===== src/rtl/ram_dma_pkg.sv =====
// Shared types for the RAM block-copy / block-fill engine.
package ram_dma_pkg;

    typedef enum logic [1:0] {
        IDLE  = 2'd0,
        READ  = 2'd1,
        WRITE = 2'd2,
        DONE  = 2'd3
    } dma_state_t;

    localparam logic MODE_COPY = 1'b0;
    localparam logic MODE_FILL = 1'b1;

endpackage


===== src/rtl/ram_dma.sv =====
// RAM port initiator: CPU pass-through when idle, block copy/fill engine when started.
//
// state | meaning
// IDLE  | CPU owns the RAM port (pass-through), waiting for start
// READ  | copy only: fetch word at sp into rbuf
// WRITE | store rbuf (copy) or pattern (fill) at dp, count down
// DONE  | one-cycle completion pulse, CPU already back on the port
module ram_dma
    import ram_dma_pkg::*;
#(
    parameter int WIDTH  = 16,
    parameter int ADDR_W = 8
) (
    input  logic              CPUclk,
    input  logic              rst,
    input  logic              start,
    input  logic              mode,
    input  logic [ADDR_W-1:0] src,
    input  logic [ADDR_W-1:0] dst,
    input  logic [ADDR_W:0]   len,
    input  logic [WIDTH-1:0]  pattern,
    input  logic              abort,
    output logic              busy,
    output logic              done,
    input  logic [ADDR_W-1:0] cpu_addr,
    input  logic [WIDTH-1:0]  cpu_wdata,
    input  logic              cpu_we,
    output logic [WIDTH-1:0]  cpu_rdata,
    output logic              cpu_stall,
    output logic [ADDR_W-1:0] ram_addr,
    output logic [WIDTH-1:0]  ram_wdata,
    output logic              ram_we,
    input  logic [WIDTH-1:0]  ram_rdata
);

    dma_state_t        state;
    logic [ADDR_W-1:0] sp;
    logic [ADDR_W-1:0] dp;
    logic [ADDR_W:0]   cnt;
    logic [WIDTH-1:0]  rbuf;
    logic              mode_q;
    logic [WIDTH-1:0]  pattern_q;

    always_ff @(posedge CPUclk or posedge rst) begin
        if (rst) begin
            state     <= IDLE;
            busy      <= 1'b0;
            done      <= 1'b0;
            sp        <= '0;
            dp        <= '0;
            cnt       <= '0;
            rbuf      <= '0;
            mode_q    <= MODE_COPY;
            pattern_q <= '0;
        end else begin
            done <= 1'b0;
            case (state)
                IDLE: begin
                    if (start) begin
                        mode_q    <= mode;
                        pattern_q <= pattern;
                        sp        <= src;
                        dp        <= dst;
                        cnt       <= len;
                        if (len == '0) begin
                            state <= DONE;
                            done  <= 1'b1;
                        end else if (mode == MODE_FILL) begin
                            state <= WRITE;
                            busy  <= 1'b1;
                        end else begin
                            state <= READ;
                            busy  <= 1'b1;
                        end
                    end
                end
                READ: begin
                    if (abort) begin
                        state <= IDLE;
                        busy  <= 1'b0;
                    end else begin
                        rbuf  <= ram_rdata;
                        sp    <= sp + ADDR_W'(1);
                        state <= WRITE;
                    end
                end
                WRITE: begin
                    // The write presented this cycle commits even when aborting.
                    dp  <= dp + ADDR_W'(1);
                    cnt <= cnt - (ADDR_W+1)'(1);
                    if (abort) begin
                        state <= IDLE;
                        busy  <= 1'b0;
                    end else if (cnt == (ADDR_W+1)'(1)) begin
                        state <= DONE;
                        busy  <= 1'b0;
                        done  <= 1'b1;
                    end else if (mode_q == MODE_FILL) begin
                        state <= WRITE;
                    end else begin
                        state <= READ;
                    end
                end
                DONE: begin
                    state <= IDLE;
                end
                default: begin
                    state <= IDLE;
                    busy  <= 1'b0;
                end
            endcase
        end
    end

    // RAM port mux; reset gates the write enable so no stray write can slip through.
    always_comb begin
        ram_addr  = cpu_addr;
        ram_wdata = cpu_wdata;
        ram_we    = cpu_we;
        case (state)
            READ: begin
                ram_addr = sp;
                ram_we   = 1'b0;
            end
            WRITE: begin
                ram_addr  = dp;
                ram_wdata = (mode_q == MODE_FILL) ? pattern_q : rbuf;
                ram_we    = 1'b1;
            end
            default: ;
        endcase
        if (rst) begin
            ram_we = 1'b0;
        end
    end

    assign cpu_rdata = ram_rdata;
    assign cpu_stall = busy;

endmodule


===== config.mk =====
export PLATFORM = sky130hd
export DESIGN_NAME = ram_dma
export DESIGN_NICKNAME = d
export VERILOG_FILES = /design/src/rtl/ram_dma_pkg.sv /design/src/rtl/ram_dma.sv
export SDC_FILE = /design/constraint.sdc
export NUM_CORES = 1
export LEC_CHECK = 0
export CORE_MARGIN = 3
export CORE_UTILIZATION = 49
export DETAILED_ROUTE_END_ITERATION = 10
export MAX_ROUTING_LAYER = met4
export PLACE_DENSITY_LB_ADDON = 0.15
export SYNTH_ARGS = -nofsm -noshare
export SYNTH_HDL_FRONTEND = slang
export SYNTH_SLANG_ARGS = --single-unit

===== constraint.sdc =====
create_clock -name CPUclk -period 5.78 [get_ports CPUclk]
set_input_delay 1.156 -clock CPUclk [delete_from_list [all_inputs] [get_ports CPUclk]]
set_output_delay 1.156 -clock CPUclk [all_outputs]
set_load 0.005 [all_outputs]

==> summary.txt <==
Die width: 93.44 um
Share of the synthesized area in the top cell type: 41.42%
Vias: 3274
Largest area contributor in the netlist: dfrtp_1
Final Hold Violating Endpoints: 0
Post-synthesis adder-cell area fraction: 2.338%
Slew Viols, Final: 0
DR pass1 iterations: 4
Fmax achieved: 256.3 MHz
Largest family of logic cells by synthesized area: compound AO/OA/AOI/OAI gates
Post-synthesis mux area share: 17.40%
Hold-fix buffers at CTS: 0
DRC: 0
Post-synth EDFFs: 0
Starting DRC count in detailed routing: 135
Ys Warns: 0
Worst Tran Pin Value: 1047 ps
Crit path cell chain: inv_1, ha_2, buf_4, nor2_1, a21oi_1, clkdlybuf4s50_1
Clock skew: 6.682 ps
Crit path kind: reg -> out
Pwr Density: 485.9 nW/um^2
Flops & latches, synth: 62
Final Routed Wirelength: 9.362 mm
Total clock sinks: 62
CP max stage delay: 750 ps
Worst Path Required: 4620 ps
Peak VDD IR: 220.6 uV
Hold Crit Depth: 1
Slowest library cell on the worst path: ha_2
GRT Util Overall: 22.84%
Vias per cell: 5.493
Vias in the first global route: 3269
R2r endpoint: cnt[0]$_DFFE_PP0P_
Post-synthesis area per instance: 9.556 um^2
Resize count post-CTS: 0
Primary flip-flop cell chosen by synthesis mapping: dfrtp_1
Routed WL per cell: 15.71 um
Clk slew on worst S/H paths: 70 ps
Xor/xnor share of the synthesized area: 0%
Hold wc startpoint: rbuf[4]$_DFFE_PP0P_
Port-buffer cells: 130
Cell Area, Synth: 3746 um^2
Switching part of the total: 38.15%
Flop2flop setup slack: 2800 ps
Initial antenna violation count: 0
Fin nets: 586
Final GP Congestion: 0.8564
Async SR Flop Fraction: 100.0%
CP Buf/Inv Count: 3
Compound-Gate Fraction of Synth Area: 18.40%
Die Y-Extent: 93.44 um
Max Cap Violations: 0
Largest net degree at the start of global routing: 63
Rows: 31
Synth Instances: 392
Num CTS Buffers: 9
First-pass GRT wire length: 15.52 mm
Combinational share of power: 50.3%
Grt total ovfl: 0
R2r startpoint: state[0]$_DFFE_PP0P_
Sw Pwr: 0.0009504 W
Seq/Total Area, Yosys: 41.42%
Synth area leaders: dfrtp_1, mux2_2, mux2i_1
Arrival @ worst endpoint: 2750 ps
Clk root buf: clkbuf_8
Setup bufs post-CTS: 0
Area of the multi-input gates: 1891 um^2
R2R cell count: 6
Post-synth cell types: 50
Insertion delay to the later sink of the worst-skew pair: 340 ps
Status: finished, final reports clean
Clk pwr share: 15.3%
Hold Path Sink: rbuf[4]$_DFFE_PP0P_
FF/Latch Area: 1551 um^2
Die area: 8730 um^2
Critical Path Fanout Max: 48
Final setup vio count: 0
Setup TNS: 0 ps
H-tree depth: 3
Hpwl dp: 6.701 mm
Simple-gate area share of the yosys netlist: 12.19%
I/O pin cnt: 131
Core Region: 7331 um^2
Fin crit share: 67.50%
Syn_nets: 486
Slew Limit Headroom: 29.87%
Layout cells sized above 1: 12.27%
Int Pwr: 0.001540 W
Setup crit end kind: primary output
RSZ-0062 raised after global routing: no
CP Launch Type: flop
CTS tree: done
Layout fillers: 580
Final Non-Filler Cells: 596
Synthesis-to-finish area growth: 36.84%
Seq pwr share: 34.4%
Diodes inserted: 0
Static leakage: 2.118 nW
Cells after DPL: 580
Hold WC Path Type: reg -> reg
Crit path max-delay family: buffers and inverters
ANT nets after route: 0
Starting density of the core: 51.10%
Minimum clock period: 3901 ps
CTS Buffer Depth: 2
[sequential cells by signal, summed over array words and instances, names as in the netlist]
signal,cells
cnt,9
dp,8
rbuf,16
done,1
pattern_q,16
state,2
busy,1
sp,8
mode_q,1
[placed cells by master (no fill, tap or decap), types with 2 or more instances in the layout]
cell / count
clkdlybuf4s50_1: 130
dfrtp_1: 62
a21oi_1: 40
nor2_1: 37
mux2_2: 31
mux2i_1: 28
nand2_1: 26
o21ai_0: 16
o22ai_1: 13
nand3_1: 11
inv_1: 10
clkbuf_8: 10
a31oi_1: 8
o22a_1: 7
ha_1: 6
a22oi_1: 5
nand2b_1: 4
nor4_1: 4
o21a_1: 3
or2_2: 3
clkinv_2: 3
mux2_1: 2
nor3_1: 2
o2bb2a_1: 2
nand4b_1: 2
and3_1: 2
a2bb2oi_1: 2
buf_4: 2
[worst max-delay path by stage]
| stage | start | end | slack, ps | cells past startpoint |
|---|---|---|---|---|
| after floorplan | rst | busy$_DFFE_PP0P_ | 3080 | 1 |
| after global placement | cpu_wdata[6] | ram_wdata[6] | 2280 | 4 |
| after detailed placement | state[0]$_DFFE_PP0P_ | ram_wdata[0] | 2220 | 6 |
| after CTS | state[0]$_DFFE_PP0P_ | ram_wdata[0] | 1860 | 6 |
| after global routing | state[0]$_DFFE_PP0P_ | ram_wdata[5] | 1660 | 6 |
| final | state[0]$_DFFE_PP0P_ | ram_wdata[0] | 1880 | 6 |
[per-layer routing]
layer	track usage (%)	wire, um
met5	-	0
met4	4.396	51
met3	6.195	704
met2	35.44	4327
met1	30.40	4278
[layout make-up]
cell class / count / share of cell area (%)
Clock buffer: 10 / 2.685
Clock inverter: 6 / 1.196
Inverter: 12 / 0.8787
Multi-Input combinational cell: 275 / 36.88
Sequential cell: 62 / 30.27
Tap cell: 99 / 2.416
Timing Repair Buffer: 132 / 25.68
[kinds of logic (layout without fill, tap and decap cells)]
family	after synthesis	count (layout)
AOI/OAI and AO/OA	109	109
and+or+nand+nor	98	98
DFF	62	62
muxes	61	61
buffers and inverters	55	160
adders and majority gates	7	7
[cells in the mapped netlist, types with 5 or more instances]
library cell,count
dfrtp_1,62
a21oi_1,40
nor2_1,37
mux2_2,31
mux2i_1,28
nand2_1,26
buf_4,18
buf_2,16
o21ai_0,16
o22ai_1,13
inv_1,11
nand3_1,11
a31oi_1,8
ha_1,7
o22a_1,7
a22oi_1,5
[power groups by stage]
stage | logic (W) | clock network (W) | registers, W
final | 0.00125 | 0.000381 | 0.000856
after global routing | 0.00139 | 0.000415 | 0.000892
after CTS | 0.00126 | 0.000392 | 0.000857
after detailed placement | 0.00126 | 0 | 0.000864
after global placement | 0.00122 | 0 | 0.000849
after floorplan | 0.000913 | 0 | 0.000777
[per-stage QoR]
| step | hold slack, ps | total power, W | setup slack, ps | cell area, um^2 | util [%] |
|---|---|---|---|---|---|
| after global routing | 515.7 | 0.002697 | 1659 | 5126 | 69.93 |
| after CTS | 511.9 | 0.002512 | 1862 | 5126 | 69.93 |
| final | 503.3 | 0.002491 | 1879 | 5126 | 69.93 |
| after detailed placement | 490.6 | 0.002122 | 2222 | 4927 | 67.21 |
| after floorplan | 457.4 | 0.001689 | 3083 | 3746 | - |
| after global placement | 469.4 | 0.002072 | 2280 | 4927 | 67.21 |
Note: power is estimated with default switching activity, not from simulation.
